===== src/rtl/calc2_pkg.sv =====
// Shared command/response encodings and FSM state type for the calc2 requester port.
package calc2_pkg;

  localparam int unsigned CMD_W  = 4;
  localparam int unsigned RESP_W = 2;

  localparam logic [CMD_W-1:0] CMD_NOP = 4'd0;
  localparam logic [CMD_W-1:0] CMD_ADD = 4'd1;
  localparam logic [CMD_W-1:0] CMD_SUB = 4'd2;
  localparam logic [CMD_W-1:0] CMD_SHL = 4'd5;
  localparam logic [CMD_W-1:0] CMD_SHR = 4'd6;

  localparam logic [RESP_W-1:0] RESP_NONE    = 2'd0;
  localparam logic [RESP_W-1:0] RESP_OK      = 2'd1;
  localparam logic [RESP_W-1:0] RESP_ERR     = 2'd2;
  localparam logic [RESP_W-1:0] RESP_TIMEOUT = 2'd3;

  typedef enum logic [1:0] {
    ST_IDLE = 2'd0,
    ST_DRV1 = 2'd1,
    ST_DRV2 = 2'd2
  } state_e;

  // Any non-zero response code from the DUT is a real response, including 3.
  function automatic logic resp_present(input logic [RESP_W-1:0] resp);
    return resp != RESP_NONE;
  endfunction

endpackage


===== src/rtl/calc2_req_port_if.sv =====
// Operation, calc2 request/response and result signals of one requester port.
interface calc2_req_port_if
  import calc2_pkg::*;
#(
  parameter int unsigned DATA_W = 32,
  parameter int unsigned TAG_W  = 2
);
  localparam int unsigned NUM_TAGS = 1 << TAG_W;

  logic                op_valid;
  logic                op_ready;
  logic [CMD_W-1:0]    op_cmd;
  logic [DATA_W-1:0]   op_data1;
  logic [DATA_W-1:0]   op_data2;

  logic [CMD_W-1:0]    req_cmd_out;
  logic [DATA_W-1:0]   req_data_out;
  logic [TAG_W-1:0]    req_tag_out;

  logic [RESP_W-1:0]   resp_in;
  logic [DATA_W-1:0]   resp_data_in;
  logic [TAG_W-1:0]    resp_tag_in;

  logic                res_valid;
  logic [RESP_W-1:0]   res_resp;
  logic [DATA_W-1:0]   res_data;
  logic [TAG_W-1:0]    res_tag;
  logic [CMD_W-1:0]    res_cmd;
  logic [NUM_TAGS-1:0] busy_tags;
  logic                err_timeout;
  logic                err_unexpected;

  // Requester side: the calc2_req_port itself.
  modport master (
    input  op_valid, op_cmd, op_data1, op_data2,
    input  resp_in, resp_data_in, resp_tag_in,
    output op_ready,
    output req_cmd_out, req_data_out, req_tag_out,
    output res_valid, res_resp, res_data, res_tag, res_cmd,
    output busy_tags, err_timeout, err_unexpected
  );

  // Environment side: traffic source, DUT pins and result sink.
  modport slave (
    output op_valid, op_cmd, op_data1, op_data2,
    output resp_in, resp_data_in, resp_tag_in,
    input  op_ready,
    input  req_cmd_out, req_data_out, req_tag_out,
    input  res_valid, res_resp, res_data, res_tag, res_cmd,
    input  busy_tags, err_timeout, err_unexpected
  );

endinterface


===== src/rtl/calc2_tag_pool.sv =====
// Outstanding-tag bitmap with lowest-free allocation and single-tag release.
module calc2_tag_pool #(
  parameter  int unsigned TAG_W    = 2,
  localparam int unsigned NUM_TAGS = 1 << TAG_W
) (
  input  logic                c_clk,
  input  logic                reset,
  input  logic                alloc_en,
  input  logic                release_en,
  input  logic [TAG_W-1:0]    release_tag,
  output logic [TAG_W-1:0]    alloc_tag,
  output logic                any_free,
  output logic [NUM_TAGS-1:0] busy
);

  logic [NUM_TAGS-1:0] busy_q;
  logic [NUM_TAGS-1:0] busy_d;

  // Lowest free tag of the pre-edge mask; a tag freed this edge is offered next cycle.
  always_comb begin
    alloc_tag = '0;
    for (int i = NUM_TAGS - 1; i >= 0; i--) begin
      if (!busy_q[i]) alloc_tag = TAG_W'(i);
    end
  end

  assign any_free = ~&busy_q;

  always_comb begin
    busy_d = busy_q;
    if (alloc_en)   busy_d[alloc_tag]   = 1'b1;
    if (release_en) busy_d[release_tag] = 1'b0;
  end

  always_ff @(posedge c_clk) begin
    if (reset) busy_q <= '0;
    else       busy_q <= busy_d;
  end

  assign busy = busy_q;

endmodule


===== src/rtl/calc2_req_port.sv =====
// calc2 requester: accepts ops, drives the two-cycle request, matches responses by tag, retires timeouts.
module calc2_req_port
  import calc2_pkg::*;
#(
  parameter int unsigned DATA_W         = 32,
  parameter int unsigned TAG_W          = 2,
  parameter int unsigned TIMEOUT_CYCLES = 64
) (
  input logic              c_clk,
  input logic              reset,
  calc2_req_port_if.master bus
);

  localparam int unsigned NUM_TAGS = 1 << TAG_W;
  localparam int unsigned CNT_W    = $clog2(TIMEOUT_CYCLES + 1);
  localparam logic [CNT_W-1:0] AGE_MAX = CNT_W'(TIMEOUT_CYCLES);

  state_e              state_q, state_d;
  logic [TAG_W-1:0]    tag_q, tag_d;
  logic [DATA_W-1:0]   data2_q, data2_d;

  logic [CMD_W-1:0]    req_cmd_q, req_cmd_d;
  logic [DATA_W-1:0]   req_data_q, req_data_d;
  logic [TAG_W-1:0]    req_tag_q, req_tag_d;

  logic                res_valid_q, res_valid_d;
  logic [RESP_W-1:0]   res_resp_q, res_resp_d;
  logic [DATA_W-1:0]   res_data_q, res_data_d;
  logic [TAG_W-1:0]    res_tag_q, res_tag_d;
  logic [CMD_W-1:0]    res_cmd_q, res_cmd_d;
  logic                err_timeout_q, err_timeout_d;
  logic                err_unexpected_q, err_unexpected_d;

  logic [CMD_W-1:0]    cmd_tbl_q [NUM_TAGS];
  logic [CMD_W-1:0]    cmd_tbl_d [NUM_TAGS];
  logic [CNT_W-1:0]    age_q [NUM_TAGS];
  logic [CNT_W-1:0]    age_d [NUM_TAGS];

  logic [TAG_W-1:0]    alloc_tag;
  logic                any_free;
  logic [NUM_TAGS-1:0] busy;
  logic                release_en;
  logic [TAG_W-1:0]    release_tag;

  logic                accept;
  logic                resp_seen;
  logic                resp_hit;
  logic                to_any;
  logic [TAG_W-1:0]    to_tag;

  calc2_tag_pool #(
    .TAG_W (TAG_W)
  ) u_tag_pool (
    .c_clk       (c_clk),
    .reset       (reset),
    .alloc_en    (accept),
    .release_en  (release_en),
    .release_tag (release_tag),
    .alloc_tag   (alloc_tag),
    .any_free    (any_free),
    .busy        (busy)
  );

  // Ready is combinational so a tag freed on one edge can be taken on the next.
  assign bus.op_ready = !reset && (state_q != ST_DRV1) && any_free;
  assign accept       = bus.op_valid && bus.op_ready;

  assign resp_seen = resp_present(bus.resp_in);
  assign resp_hit  = resp_seen && busy[bus.resp_tag_in];

  // Lowest busy tag whose age counter has saturated.
  always_comb begin
    to_any = 1'b0;
    to_tag = '0;
    for (int i = NUM_TAGS - 1; i >= 0; i--) begin
      if (busy[i] && (age_q[i] == AGE_MAX)) begin
        to_any = 1'b1;
        to_tag = TAG_W'(i);
      end
    end
  end

  // Next state and request-pin values for the following cycle.
  always_comb begin
    state_d    = state_q;
    tag_d      = tag_q;
    data2_d    = data2_q;
    cmd_tbl_d  = cmd_tbl_q;
    req_cmd_d  = '0;
    req_data_d = '0;
    req_tag_d  = '0;

    unique case (state_q)
      ST_IDLE, ST_DRV2: begin
        if (accept) begin
          state_d              = ST_DRV1;
          tag_d                = alloc_tag;
          data2_d              = bus.op_data2;
          cmd_tbl_d[alloc_tag] = bus.op_cmd;
          req_cmd_d            = bus.op_cmd;
          req_data_d           = bus.op_data1;
          req_tag_d            = alloc_tag;
        end else begin
          state_d = ST_IDLE;
        end
      end
      ST_DRV1: begin
        state_d    = ST_DRV2;
        req_data_d = data2_q;
        req_tag_d  = tag_q;
      end
      default: state_d = ST_IDLE;
    endcase
  end

  // Result selection: a matched DUT response wins; a timeout waits for a free slot.
  always_comb begin
    res_valid_d      = 1'b0;
    res_resp_d       = RESP_NONE;
    res_data_d       = '0;
    res_tag_d        = '0;
    res_cmd_d        = '0;
    err_timeout_d    = 1'b0;
    err_unexpected_d = 1'b0;
    release_en       = 1'b0;
    release_tag      = '0;

    if (resp_hit) begin
      res_valid_d = 1'b1;
      res_resp_d  = bus.resp_in;
      res_data_d  = bus.resp_data_in;
      res_tag_d   = bus.resp_tag_in;
      res_cmd_d   = cmd_tbl_q[bus.resp_tag_in];
      release_en  = 1'b1;
      release_tag = bus.resp_tag_in;
    end else if (to_any) begin
      res_valid_d   = 1'b1;
      res_resp_d    = RESP_TIMEOUT;
      res_tag_d     = to_tag;
      res_cmd_d     = cmd_tbl_q[to_tag];
      err_timeout_d = 1'b1;
      release_en    = 1'b1;
      release_tag   = to_tag;
    end

    if (resp_seen && !resp_hit) err_unexpected_d = 1'b1;
  end

  // Per-tag age: cleared on allocation, counts while busy, saturates at the timeout.
  always_comb begin
    age_d = age_q;
    for (int i = 0; i < NUM_TAGS; i++) begin
      if (accept && (alloc_tag == TAG_W'(i))) begin
        age_d[i] = '0;
      end else if (busy[i] && (age_q[i] != AGE_MAX)) begin
        age_d[i] = age_q[i] + CNT_W'(1);
      end
    end
  end

  always_ff @(posedge c_clk) begin
    if (reset) begin
      state_q          <= ST_IDLE;
      tag_q            <= '0;
      data2_q          <= '0;
      req_cmd_q        <= '0;
      req_data_q       <= '0;
      req_tag_q        <= '0;
      res_valid_q      <= 1'b0;
      res_resp_q       <= RESP_NONE;
      res_data_q       <= '0;
      res_tag_q        <= '0;
      res_cmd_q        <= '0;
      err_timeout_q    <= 1'b0;
      err_unexpected_q <= 1'b0;
      for (int i = 0; i < NUM_TAGS; i++) begin
        cmd_tbl_q[i] <= '0;
        age_q[i]     <= '0;
      end
    end else begin
      state_q          <= state_d;
      tag_q            <= tag_d;
      data2_q          <= data2_d;
      req_cmd_q        <= req_cmd_d;
      req_data_q       <= req_data_d;
      req_tag_q        <= req_tag_d;
      res_valid_q      <= res_valid_d;
      res_resp_q       <= res_resp_d;
      res_data_q       <= res_data_d;
      res_tag_q        <= res_tag_d;
      res_cmd_q        <= res_cmd_d;
      err_timeout_q    <= err_timeout_d;
      err_unexpected_q <= err_unexpected_d;
      cmd_tbl_q        <= cmd_tbl_d;
      age_q            <= age_d;
    end
  end

  assign bus.req_cmd_out    = req_cmd_q;
  assign bus.req_data_out   = req_data_q;
  assign bus.req_tag_out    = req_tag_q;
  assign bus.res_valid      = res_valid_q;
  assign bus.res_resp       = res_resp_q;
  assign bus.res_data       = res_data_q;
  assign bus.res_tag        = res_tag_q;
  assign bus.res_cmd        = res_cmd_q;
  assign bus.busy_tags      = busy;
  assign bus.err_timeout    = err_timeout_q;
  assign bus.err_unexpected = err_unexpected_q;

endmodule


===== src/flat_wrapper.sv =====
// flat-port wrapper written by rule: the top's interface ports become plain ports
module calc2_req_port_flat import calc2_pkg::*;
#(
  parameter int unsigned DATA_W         = 32,
  parameter int unsigned TAG_W          = 2,
  parameter int unsigned TIMEOUT_CYCLES = 64
)
  (c_clk, reset, bus_op_valid, bus_op_cmd, bus_op_data1, bus_op_data2, bus_resp_in, bus_resp_data_in, bus_resp_tag_in, bus_op_ready, bus_req_cmd_out, bus_req_data_out, bus_req_tag_out, bus_res_valid, bus_res_resp, bus_res_data, bus_res_tag, bus_res_cmd, bus_busy_tags, bus_err_timeout, bus_err_unexpected);
  calc2_req_port_if #(.DATA_W(DATA_W), .TAG_W(TAG_W)) bus_i ();
  input logic c_clk;
  input logic reset;
  input wire logic [$bits(bus_i.op_valid)-1:0] bus_op_valid;
  input wire logic [$bits(bus_i.op_cmd)-1:0] bus_op_cmd;
  input wire logic [$bits(bus_i.op_data1)-1:0] bus_op_data1;
  input wire logic [$bits(bus_i.op_data2)-1:0] bus_op_data2;
  input wire logic [$bits(bus_i.resp_in)-1:0] bus_resp_in;
  input wire logic [$bits(bus_i.resp_data_in)-1:0] bus_resp_data_in;
  input wire logic [$bits(bus_i.resp_tag_in)-1:0] bus_resp_tag_in;
  output wire logic [$bits(bus_i.op_ready)-1:0] bus_op_ready;
  output wire logic [$bits(bus_i.req_cmd_out)-1:0] bus_req_cmd_out;
  output wire logic [$bits(bus_i.req_data_out)-1:0] bus_req_data_out;
  output wire logic [$bits(bus_i.req_tag_out)-1:0] bus_req_tag_out;
  output wire logic [$bits(bus_i.res_valid)-1:0] bus_res_valid;
  output wire logic [$bits(bus_i.res_resp)-1:0] bus_res_resp;
  output wire logic [$bits(bus_i.res_data)-1:0] bus_res_data;
  output wire logic [$bits(bus_i.res_tag)-1:0] bus_res_tag;
  output wire logic [$bits(bus_i.res_cmd)-1:0] bus_res_cmd;
  output wire logic [$bits(bus_i.busy_tags)-1:0] bus_busy_tags;
  output wire logic [$bits(bus_i.err_timeout)-1:0] bus_err_timeout;
  output wire logic [$bits(bus_i.err_unexpected)-1:0] bus_err_unexpected;
  assign bus_i.op_valid = bus_op_valid;
  assign bus_i.op_cmd = bus_op_cmd;
  assign bus_i.op_data1 = bus_op_data1;
  assign bus_i.op_data2 = bus_op_data2;
  assign bus_i.resp_in = bus_resp_in;
  assign bus_i.resp_data_in = bus_resp_data_in;
  assign bus_i.resp_tag_in = bus_resp_tag_in;
  assign bus_op_ready = bus_i.op_ready;
  assign bus_req_cmd_out = bus_i.req_cmd_out;
  assign bus_req_data_out = bus_i.req_data_out;
  assign bus_req_tag_out = bus_i.req_tag_out;
  assign bus_res_valid = bus_i.res_valid;
  assign bus_res_resp = bus_i.res_resp;
  assign bus_res_data = bus_i.res_data;
  assign bus_res_tag = bus_i.res_tag;
  assign bus_res_cmd = bus_i.res_cmd;
  assign bus_busy_tags = bus_i.busy_tags;
  assign bus_err_timeout = bus_i.err_timeout;
  assign bus_err_unexpected = bus_i.err_unexpected;
  calc2_req_port #(.DATA_W(DATA_W), .TAG_W(TAG_W), .TIMEOUT_CYCLES(TIMEOUT_CYCLES)) u_core (.c_clk(c_clk), .reset(reset), .bus(bus_i));
endmodule

===== config.mk =====
export PLATFORM = sky130hd
export DESIGN_NAME = calc2_req_port_flat
export DESIGN_NICKNAME = d
export VERILOG_FILES = /design/src/rtl/calc2_pkg.sv /design/src/rtl/calc2_req_port_if.sv /design/src/rtl/calc2_tag_pool.sv /design/src/rtl/calc2_req_port.sv /design/src/flat_wrapper.sv
export SDC_FILE = /design/constraint.sdc
export NUM_CORES = 1
export LEC_CHECK = 0
export CAP_MARGIN = 0
export CORE_MARGIN = 2
export CORE_UTILIZATION = 49
export DETAILED_ROUTE_END_ITERATION = 12
export PLACE_DENSITY = 0.84
export SYNTH_ARGS = -nofsm -noshare
export SYNTH_HDL_FRONTEND = slang
export SYNTH_SLANG_ARGS = --single-unit

===== constraint.sdc =====
create_clock -name c_clk -period 5.55 [get_ports c_clk]
set_clock_uncertainty 0.05 [all_clocks]
set_input_delay 0.555 -clock c_clk [delete_from_list [all_inputs] [get_ports c_clk]]
set_output_delay 0.555 -clock c_clk [all_outputs]
set_load 0.02 [all_outputs]

; Yosys cells after proc, flatten, opt, wreduce, memory -nomap -nowiden
; Index checks and enable logic that the tools add are counted.
[word_totals]
reg_bits = 165
wordCells = 138
inputBits = 107
output_inout_bits = 86
[op_classes]
n_eq_ne = 14
n_reduce_logical = 36
n_bitwise = 9
n_addsub = 4
mux = 44
order_cmp = 9
[ops]
columns = operator, n
row1 = one-hot mux 32 bit (2 select lines), 1
row2 = 2-to-1 mux 4 bit, 9
row3 = 2-to-1 mux 32 bit, 1
row4 = adder 7 x 1 -> 7 bit (second input constant), 4
row5 = equality test 7 bit (second input constant), 4
row6 = != test 7 bit (second input constant), 4
row7 = 2-to-1 mux 2 bit, 13
row8 = logical AND 1 bit, 20
row9 = binary-select mux 4 bit (select 2 bit), 2
row10 = bitwise mux 16 bit, 1
row11 = OR reduction 2 bit, 7
row12 = 2-to-1 mux 1 bit, 11
row13 = >= comparator 3 bit (second input constant), 3
row14 = < comparator 2 x 3 -> 1 bit (second input constant), 3
row15 = inverter 2 -> 3 bit, 3
row16 = demux 4 bit (select 2 bit), 1
row17 = one-hot mux 2 bit (2 select lines), 2
row18 = equality test 2 bit (second input constant), 3
row19 = bitwise AND 4 bit, 1
row20 = demux 1 bit (select 2 bit), 2
row21 = equality test 2 x 1 -> 1 bit (second input constant), 2
row22 = >= comparator 2 x 1 -> 1 bit (second input constant), 2
row23 = logical NOT 2 bit, 2
row24 = inverter 4 bit, 1
row25 = 10 further kinds, 14

; Depth between registers and ports, before layout
[logic_depth]
word_depth = 15
mapped_depth = 7
mapped_depth_nobuf = 7

; Hierarchy
; A second synthesis with hierarchy kept.
[hier_totals]
cells_unflattened = 618
hier_area_um2 = 6010.8
[by_module_without_submodules]
columns = mod, area_each_um2, cells_each, instances, seq_area_each_um2
row1 = calc2_req_port, 5829.3, 599, 1, 3223.1
row2 = calc2_tag_pool, 181.4, 19, 1, 80.1

; Worst setup path before layout
; No wires, ideal clock.
[synth_timing]
path_kind = input -> register
startpoint = input port bus_resp_tag_in[0]
endpoint = register u_core.res_cmd_q[2] (netlist: u_core.bus.res_cmd[2])
arrival_time_ns = 2.014
required_time_ns = 5.413
setup_time_ns = 0.087
slack_ns = 3.399
n_path_buf = 2
path_stages = 7
path_cell_list = buf_2 mux2i_1 mux2_2 nor3_1 clkbuf_1 nand2_1 o31ai_1
[synth_between]
elab_chain_cells = 5
elab_cells_between_ends = 8
cone_classes = 6 x mux / 1 x bitwise / 1 x reduce/logical
[synth_rtl]
columns = item, line
row1 = "start, declared", flat_wrapper.sv:18  ; input wire logic [$bits(bus_i.resp_tag_in)-1:0] bus_resp_tag_in;
row2 = inverter 2 -> 3 bit (not written as such), calc2_req_port.sv:133  ; res_cmd_d = cmd_tbl_q[bus.resp_tag_in];
row3 = binary-select mux 4 bit (select 2 bit), calc2_req_port.sv:133
row4 = 2-to-1 mux 4 bit (not written as such) (2 in a row), calc2_req_port.sv:133
row5 = 2-to-1 mux 4 bit *, calc2_req_port.sv:128  ; if (resp_hit) begin
row6 = "end signal, assigned", calc2_req_port.sv:191  ; res_cmd_q <= res_cmd_d;
row7 = "end, declared", calc2_req_port.sv:30  ; logic [CMD_W-1:0] res_cmd_q, res_cmd_d;
; Every way passes the cells marked *; elsewhere a longest branch is shown, timed or not. The select of a mux whose other input is x is not followed.
; A chain may end at the register's enable or synchronous reset.

; Worst setup path after layout
[layout_timing]
startpoint = input port reset
endpoint = register u_core.tag_q[0]
[layout_between]
elab_chain_cells = 5
[layout_rtl]
columns = item, line
row1 = "start, declared", flat_wrapper.sv:11  ; input logic reset;
row2 = logical NOT 1 bit, calc2_req_port.sv:65  ; assign bus.op_ready = !reset && (state_q != ST_DRV1) && any_free;
row3 = logical AND 1 bit (2 in a row), calc2_req_port.sv:65
row4 = logical AND 1 bit, calc2_req_port.sv:66  ; assign accept = bus.op_valid && bus.op_ready;
row5 = AND reduction 2 bit (no line), n/a
row6 = "end signal, assigned", calc2_req_port.sv:182  ; tag_q <= tag_d;
row7 = "end, declared", calc2_req_port.sv:19  ; logic [TAG_W-1:0] tag_q, tag_d;
; Parallel ways exist; a longest one is shown, timed or not.

==> out/results.ini <==
[synth]
syn_inst=621
syn_area_sq_um=5990
synthFlopType=dfxtp_1
ys_types=51
async_reset_ff_share_pct=0
ys_ff_latch=165
yosysSeqAreaShare_pct=55.1
yosys_warnings=0
syn_area_per_cell_sq_um=9.65
synth-edff-count=0
synth_nets=736

[critical_path]
cpPeakStageDelay_ps=830
crit_chain=buf_2 -> buf_4 -> a41o_1 -> or2_1 -> buf_4 -> inv_2 -> nand3_1 -> a21oi_1
startpoint_type=primary input
cp.arrival_ps=3010
r2r-start=u_core.u_tag_pool.busy[0]$_SDFF_PP0_
crit_fanout=70
slowest_stage=inv_2
r2r-end=u_core.tag_q[0]$_SDFFE_PP0P_
end_kind=flop
path_buf_inv=4
required_ps=5840
critPathKind=primary input to flop
path_common_cell=buf_4
r2r_slack_ps=2920
worstSetupStartpoint=reset
cpLargestDelayFamily=buffers and inverters
r2r_cells=6

[clock_network]
root_buffer=clkbuf_16
cts_resized=0
post_cts_buffers=0
cts_sinks=165
clk_pin_slew_ps=60
insertion_delay_ps=420
htreeDepth=4
hold_buffers=0
cts_tree=built
cts_buffers=17
clk_path_buf_depth=2

[floorplan]
pin_count=193
initial_core_util_pct=50.1
die_area_sq_um=13100
core_sq_um=12000
fp-row-count=40
die_w_microns=115
die_y_microns=115

[drt]
route.detailed.drc=0
first_iter_violations=481
wire_per_inst_microns=16.2
routed_wl_microns=15600
vias=5171
vias_per_cell=5.38
ant_nets=0
dr.pass1.iters=5

[placed_design]
post-place-cells=930
gp_congestion=0.822
port_buffers=192
dpl_worst_slack_ps=2390
dp.final_hpwl_microns=11000

[power_and_ir_drop]
leakagePower_uw=0.00321
vdd.ir_drop.worst_mv=0.178
power.density_nw_per_um2=308

[final_layout]
layout.nets=917
final_cell_count_no_fill=961
n_fill_cell=841
area_growth_pct=43.3
layout-drive-gt1-share_pct=5.41
antennaDiodeCount=0

[timing]
tightest_slew_ps=1350
post-route-min-period_ps=2720
fmax_mhz=367
hold_viol=0
setup_ws_ps=2830
finalMaxSlewViolations=0
post-route-period-util_pct=49.0
grt_setup_unrepaired=false
setup_viol=0
setup_tns_ps=0
relSlewSlack_pct=9.61

[global_route]
antenna_found_initial=0
grt_use_total_pct=23.3
grt_overflow=0
grt_max_degree=71
grt_pass1_wl_microns=24100
grt_pass1_vias=5048

[status]
status=completed

[hold_path]
hold_path_depth=2
holdCritStartpoint=u_core.tag_q[0]$_SDFFE_PP0P_
hp-class=flop to flop
holdPathEnd=u_core.bus.req_tag_out[0]$_SDFF_PP0_

[job]
cap_violations=0

-- worst min-delay path: stages, from the launching register on --
cell and delay (ps):
dfxtp_1 310, nand2_1 50, nand2_1 40
-- cell families after synthesis --
group	Yosys count	synth area share (%)
mux	23	4.70
simple gates	246	19.3
fa+ha+maj	8	1.67
buf+inv	44	2.80
xor+xnor	22	3.22
compound gates	113	13.2
flops	165	55.1
-- synth_stat cells (3+ instances only) --
| library cell | n | area [sq um] |
|---|---|---|
| mux2i_1 | 18 | 180 |
| nor3b_1 | 3 | 22.5 |
| inv_1 | 10 | 37.5 |
| and2_1 | 37 | 231 |
| a22o_1 | 32 | 280 |
| o21ai_0 | 7 | 35.0 |
| nand3_1 | 11 | 55.1 |
| clkbuf_1 | 30 | 113 |
| nand2b_1 | 5 | 31.3 |
| o21bai_1 | 5 | 37.5 |
| a21oi_1 | 46 | 230 |
| nand2_1 | 93 | 349 |
| mux4_2 | 4 | 90.1 |
| o221ai_1 | 3 | 26.3 |
| nor4_1 | 3 | 18.8 |
| nand4_1 | 10 | 62.6 |
| nor3_1 | 4 | 20.0 |
| o21a_1 | 3 | 22.5 |
| a221oi_1 | 4 | 35.0 |
| dfxtp_1 | 165 | 3300 |
| xor2_1 | 11 | 96.3 |
| ha_1 | 8 | 100 |
| xnor2_1 | 11 | 96.3 |
| nor2_1 | 66 | 248 |
-- state kept, by name, indices dropped and copies added (netlist names), 4 cells and up --
name	count
u_core.bus.res_cmd	4
u_core.cmd_tbl_q	16
u_core.bus.req_data_out	32
u_core.u_tag_pool.busy	4
u_core.bus.req_cmd_out	4
u_core.bus.res_data	32
u_core.age_q	28
u_core.data2_q	32
-- worst max-delay path by stage --
stage                                             to  cells past startpoint
floorplan           u_core.bus.res_cmd[2]$_SDFF_PP0_                      7
global placement        u_core.tag_q[0]$_SDFFE_PP0P_                      8
detailed placement      u_core.tag_q[0]$_SDFFE_PP0P_                      8
CTS                     u_core.tag_q[0]$_SDFFE_PP0P_                      8
global route            u_core.tag_q[0]$_SDFFE_PP0P_                      8
finish                  u_core.tag_q[0]$_SDFFE_PP0P_                      8
-- report_power, final --
part	switching, uW	total [uW]	internal [uW]
clock network	442	1170	729
registers	20.6	1240	1220
logic	108	239	131
total	570	2650	2080
-- routing by layer --
metal	GRT usage [%]	share of wire, %
met2	42.0	52
met1	26.2	40
met3	7.09	7.0
met5	0	0
met4	7.72	1.4
-- final cells by class --
cell class	instances	area, sq um	area share [%]
Sequential cell	165	3300	38.5
Timing Repair Buffer	195	1940	22.6
Clock inverter	8	124	1.44
Inverter	11	41.3	0.481
Tap cell	147	184	2.14
Clock buffer	23	468	5.45
Multi-Input combinational cell	412	2530	29.4
-- per-stage QoR --
step | hold WS [ps] | util, % | power, uW | cell area (sq um)
after floorplan | 373 | - | 1360 | 5990
after global placement | 383 | 66.8 | 1500 | 8000
after detailed placement | 395 | 66.8 | 1500 | 8000
after CTS | 404 | 71.8 | 2670 | 8590
after global routing | 423 | 71.8 | 2740 | 8590
final | 404 | 71.8 | 2650 | 8590
-- cell usage in the layout (no fill, tap or decap), types with 2 or more instances in the layout --
| cell | count |
|---|---|
| clkdlybuf4s50_1 | 191 |
| dfxtp_1 | 165 |
| nand2_1 | 93 |
| nor2_1 | 65 |
| a21oi_1 | 46 |
| and2_1 | 37 |
| a22o_1 | 32 |
| mux2i_1 | 18 |
| clkbuf_16 | 17 |
| nand3_1 | 11 |
| xnor2_1 | 11 |
| xor2_1 | 11 |
| inv_1 | 10 |
| nand4_1 | 10 |
| ha_1 | 8 |
| o21ai_0 | 7 |
| o21bai_1 | 5 |
| nand2b_1 | 5 |
| a221oi_1 | 4 |
| mux4_2 | 4 |
| clkbuf_1 | 4 |
| nor3b_1 | 3 |
| nor4_1 | 3 |
| o21a_1 | 3 |
| nor3_1 | 3 |
| o221ai_1 | 3 |
| bufinv_16 | 3 |
| buf_4 | 3 |
| nor2b_1 | 2 |
| nor3_2 | 2 |
| and4_1 | 2 |
| o22ai_1 | 2 |
| a211oi_1 | 2 |
| clkinvlp_4 | 2 |
| clkinv_2 | 2 |
| clkbuf_8 | 2 |
Power figures use the tool's default switching activity.
